## src/rtl/pid_core.sv

```systemverilog
// pid_core: multi-cycle discrete-time PID datapath.
// state | meaning
// IDLE  | waiting for a sample strobe with ena high
// ERR   | compute error from the captured setpoint/measurement
// PT    | proportional term
// IT    | integral update (with anti-windup and clamp) and integral term
// DT    | derivative term, remember error for next update
// OUT   | sum, shift, bias, saturate and publish the command
module pid_core #(
  parameter int GW       = 4,
  parameter int INT_LIM  = 1023,
  parameter int SHIFT    = 4,
  parameter int OUT_BIAS = 128
) (
  input  logic          clk,
  input  logic          rst_n,
  input  logic          ena,
  input  logic          sample,
  input  logic [7:0]    setpoint,
  input  logic [7:0]    measurement,
  input  logic [GW-1:0] kp,
  input  logic [GW-1:0] ki,
  input  logic [GW-1:0] kd,
  output logic [7:0]    out,
  output logic          out_valid,
  output logic          busy,
  output logic          overrun
);

  localparam logic [2:0] S_IDLE = 3'd0;
  localparam logic [2:0] S_ERR  = 3'd1;
  localparam logic [2:0] S_PT   = 3'd2;
  localparam logic [2:0] S_IT   = 3'd3;
  localparam logic [2:0] S_DT   = 3'd4;
  localparam logic [2:0] S_OUT  = 3'd5;

  localparam logic signed [12:0] LIM  = 13'(INT_LIM);
  localparam logic signed [12:0] NLIM = -LIM;
  localparam logic signed [17:0] BIAS = 18'(OUT_BIAS);

  logic [2:0]          state;
  logic [7:0]          sp_q, meas_q;
  logic [GW-1:0]       kp_q, ki_q, kd_q;
  logic signed [8:0]   e_q, e_prev;
  logic signed [11:0]  integ;
  logic signed [17:0]  p_q, i_q, d_q;
  logic                sat_hi, sat_lo;

  logic signed [17:0]  kp_s, ki_s, kd_s, e_s, ep_s, integ_s;
  logic signed [12:0]  integ_sum;
  logic signed [11:0]  integ_next;
  logic signed [17:0]  sum_c, y_c;
  logic [7:0]          out_c;
  logic                hold;

  assign busy    = (state != S_IDLE);
  assign kp_s    = {{(18-GW){1'b0}}, kp_q};
  assign ki_s    = {{(18-GW){1'b0}}, ki_q};
  assign kd_s    = {{(18-GW){1'b0}}, kd_q};
  assign e_s     = {{9{e_q[8]}}, e_q};
  assign ep_s    = {{9{e_prev[8]}}, e_prev};
  assign integ_s = {{6{integ_next[11]}}, integ_next};

  // Integral candidate: frozen while the output is pinned in the error's direction.
  always_comb begin
    hold      = (sat_hi && !e_q[8] && (e_q != 9'sd0)) || (sat_lo && e_q[8]);
    integ_sum = {integ[11], integ} + {{4{e_q[8]}}, e_q};
    if (hold)                   integ_next = integ;
    else if (integ_sum > LIM)   integ_next = LIM[11:0];
    else if (integ_sum < NLIM)  integ_next = NLIM[11:0];
    else                        integ_next = integ_sum[11:0];
  end

  // Output stage: floor shift, bias, then saturate into 0..255.
  always_comb begin
    sum_c = p_q + i_q + d_q;
    y_c   = (sum_c >>> SHIFT) + BIAS;
    if (y_c > 18'sd255)     out_c = 8'hFF;
    else if (y_c < 18'sd0)  out_c = 8'h00;
    else                    out_c = y_c[7:0];
  end

  // Sequencer and datapath registers; ena low in any busy state abandons the update.
  always_ff @(posedge clk or negedge rst_n) begin
    if (!rst_n) begin
      state     <= S_IDLE;
      sp_q      <= '0;
      meas_q    <= '0;
      kp_q      <= '0;
      ki_q      <= '0;
      kd_q      <= '0;
      e_q       <= '0;
      e_prev    <= '0;
      integ     <= '0;
      p_q       <= '0;
      i_q       <= '0;
      d_q       <= '0;
      sat_hi    <= 1'b0;
      sat_lo    <= 1'b0;
      out       <= 8'(OUT_BIAS);
      out_valid <= 1'b0;
      overrun   <= 1'b0;
    end else begin
      out_valid <= 1'b0;
      if (sample && state != S_IDLE) overrun <= 1'b1;
      if (state == S_IDLE) begin
        if (ena && sample) begin
          sp_q   <= setpoint;
          meas_q <= measurement;
          kp_q   <= kp;
          ki_q   <= ki;
          kd_q   <= kd;
          state  <= S_ERR;
        end
      end else if (!ena) begin
        state <= S_IDLE;
      end else begin
        case (state)
          S_ERR: begin
            e_q   <= $signed({1'b0, sp_q}) - $signed({1'b0, meas_q});
            state <= S_PT;
          end
          S_PT: begin
            p_q   <= kp_s * e_s;
            state <= S_IT;
          end
          S_IT: begin
            integ <= integ_next;
            i_q   <= ki_s * integ_s;
            state <= S_DT;
          end
          S_DT: begin
            d_q    <= kd_s * (e_s - ep_s);
            e_prev <= e_q;
            state  <= S_OUT;
          end
          S_OUT: begin
            out       <= out_c;
            out_valid <= 1'b1;
            sat_hi    <= (y_c > 18'sd255);
            sat_lo    <= (y_c < 18'sd0);
            state     <= S_IDLE;
          end
          default: state <= S_IDLE;
        endcase
      end
    end
  end

endmodule

```

## config.mk

```make
export PLATFORM = sky130hd
export DESIGN_NAME = pid_core
export DESIGN_NICKNAME = d
export VERILOG_FILES = /design/src/rtl/pid_core.sv
export SDC_FILE = /design/constraint.sdc
export NUM_CORES = 1
export LEC_CHECK = 0
export ABC_AREA = 1
export CAP_MARGIN = 40
export CORE_ASPECT_RATIO = 1.25
export CORE_MARGIN = 2
export CORE_UTILIZATION = 38
export CTS_BUF_LIST = sky130_fd_sc_hd__clkbuf_8
export DETAILED_ROUTE_END_ITERATION = 8
export PLACE_DENSITY = 0.6
export SETUP_SLACK_MARGIN = 0.1
export SYNTH_ARGS = -nofsm -noshare
export SYNTH_HDL_FRONTEND = slang
export SYNTH_SLANG_ARGS = --single-unit
```

## constraint.sdc

```tcl
create_clock -name clk -period 6.4 [get_ports clk]
set_input_delay 0.96 -clock clk [delete_from_list [all_inputs] [get_ports clk]]
set_output_delay 0.96 -clock clk [all_outputs]
set_load 0.01 [all_outputs]
```

==> reports/results.txt <==
Worst Setup End Kind - flop
Final Critical Period - 5.79 ns
first-iteration detailed-routing DRC count - 437
Seq/Total Area, Yosys - 0.245
Synth top area share - 0.242
Crit-path slowest cell - fa_1
overall routed net length - 27.2 mm
RSZ-0062 raised after global routing - false
final worst path period share - 0.905
Syn Nets - 1879
H-tree Lvls - 4
number of vias per cell - 4.72
clock slew at reported path FFs - 0.07 ns
via count - 9920
RD Place Congestion - 0.847
Final Non-Filler Cells - 2103
Crit Reg-Reg Endpoint - i_q[14]$_DFFE_PN0P_
hpwl dp - 22.5 mm
Final Max Slew Viols - 0
number of synthesized register bits - 119
Setup crit start - e_q[0]$_DFFE_PN0P_
syn avg cell area - 7.47 um^2
slew at the pin with the worst max-slew slack - 0.837 ns
Mapped Cells - 1630
maximum buffer depth of the clock tree - 2
dpl cells - 2071
ANT nets after route - 0
clock sink total - 119
Worst Path Required - 6.72 ns
Yosys top cell by area - dfrtp_1
outcome - finished, final reports clean
Final nets - 1928
cell depth of the worst setup path - 32
top post-synthesis cells by area - dfrtp_1, fa_1, ha_1
R2R Path Start - e_q[0]$_DFFE_PN0P_
Worst Hold Depth - 1
post-synth cell types - 41
arrival time at the worst endpoint - 6.12 ns
row count - 73
Worst R2R Path Depth - 32
port bufs - 42
gr usage total - 0.175
Crit Path Max Fanout - 7
I/O pin count - 43
Critical path destination - i_q[14]$_DFFE_PN0P_
antenna diode count - 0
CORE AREA - 31700 um^2
Area growth syn-to-layout - 11.1%
most used cell, CP - nand2_1
layout cells sized above 1 - 0.0787
critical path class - reg -> reg
Die X - 164 um
vias in the first global route - 10100
Synth Warn # - 0
Crit path max-delay family - adder cells
Setup TNS Final - 0 ns
Routed WL per cell - 12.9 um
GRT overflow - 0
cts bufs inserted - 17
die area - 33500 um^2
f_max - 173 MHz
DRC viols - 0
Syn Std Cell Area - 12200 um^2
first-pass GRT wire length - 47.1 mm
r2r setup slk - 0.61 ns
crit path launch type - flop
Layout Skew - 0.0111 ns
initial antenna violation count - 0
Slew HR - 0.441
cts hold-fix bufs - 0
final setup violation count - 0
Worst Hold Class - reg -> reg
height of the die - 204 um
Crit path largest cell delay - 0.59 ns
initial core utilization - 0.384
MaxCap Viol Count - 0
CTS tree - done
root buffer cell - clkbuf_8
CP bufs+invs - 4
worst skew pair latency - 0.46 ns
Pre-Repair DR Iteration Count - 5
Fin. Hold Viols - 0
largest net degree at the start of global routing - 62
-- cell families after synthesis --
kind of cell / synth area share
AND/OR/NAND/NOR: 0.243
buffers and inverters: 0.109
adder cells (fa/ha/maj): 0.275
AO/OA/AOI/OAI: 0.0847
flip-flops: 0.245
XOR/XNOR: 0.0344
multiplexers: 0.0102
-- layer usage --
| layer | up-vias | wire length [um] | global-route usage |
|---|---|---|---|
| met3 | 17 | 652 | 0.0254 |
| met2 | 109 | 14000 | 0.322 |
| met5 | - | 0 | 0 |
| met1 | 4637 | 12200 | 0.214 |
| li1 | 5157 | - | - |
| met4 | 0 | 309 | 0.0420 |
-- registers in the layout, summed over array words and instances, names as in the netlist, 8 cells and up --
register / count
meas_q: 8
i_q: 17
integ: 12
sp_q: 8
e_prev: 9
out: 8
p_q: 14
e_q: 9
d_q: 15
-- cell usage after synthesis, drive strengths merged --
cell	count
a211oi	1
a21o	6
a21oi	87
a31oi	6
and2	2
buf	2
clkbuf	25
clkinv	2
dfrtp	118
dfstp	1
fa	84
ha	133
inv	322
mux2	11
nand2	402
nand3	91
nand3b	5
nand4	3
nor2	145
nor3	13
nor4	1
o2111ai	3
o21a	2
o21ai	69
o21bai	7
o22ai	1
o31ai	6
or2	35
xnor2	17
xor2	30
-- cells in the final DEF (no fill, tap or decap), drive strengths merged, types with 35 or more instances in the layout --
| cell | count |
|---|---|
| nand3 | 91 |
| clkdlybuf4s50 | 41 |
| nor2 | 145 |
| inv | 325 |
| a21oi | 87 |
| or2 | 35 |
| nand2 | 402 |
| fa | 84 |
| dfrtp | 118 |
| o21ai | 69 |
| ha | 133 |
-- timing repair --
action,4_1_cts,5_1_grt
setup buffers,0,1
gates resized for setup,0,2
setup endpoints to repair,0,2
-- final cells by class --
type                    instances  area (um^2)
clock buffers                  20          275
clock inverters                11         85.1
fillers                      3251        18200
inverters                     324         1220
multi-input cells            1160         7880
flip-flops and latches        119         2980
well taps                     412          515
repair buffers                 57          571
-- how the worst min path moves through the flow --
stage / start / endpoint / slack (ns)
floorplan: d_q[0]$_DFFE_PN0P_ / d_q[0]$_DFFE_PN0P_ / 0.45
global placement: overrun$_DFFE_PN0P_ / overrun$_DFFE_PN0P_ / 0.45
detailed placement: overrun$_DFFE_PN0P_ / overrun$_DFFE_PN0P_ / 0.44
CTS: overrun$_DFFE_PN0P_ / overrun$_DFFE_PN0P_ / 0.47
global route: overrun$_DFFE_PN0P_ / overrun$_DFFE_PN0P_ / 0.49
finish: overrun$_DFFE_PN0P_ / overrun$_DFFE_PN0P_ / 0.47
-- stage by stage --
| step | setup slack, ns | utilization | area [um^2] | hold slack, ns |
|---|---|---|---|---|
| after floorplan | 0.973 | - | 12200 | 0.452 |
| after CTS | 0.474 | 0.426 | 13500 | 0.471 |
| after global routing | 0.107 | 0.427 | 13500 | 0.489 |
| final | 0.605 | 0.427 | 13500 | 0.467 |
| after global placement | 0.585 | 0.413 | 13100 | 0.448 |
| after detailed placement | 0.520 | 0.415 | 13200 | 0.443 |
Power is not shown: default switching activity piles up to over one toggle a cycle in this logic, so the estimate is an artifact.
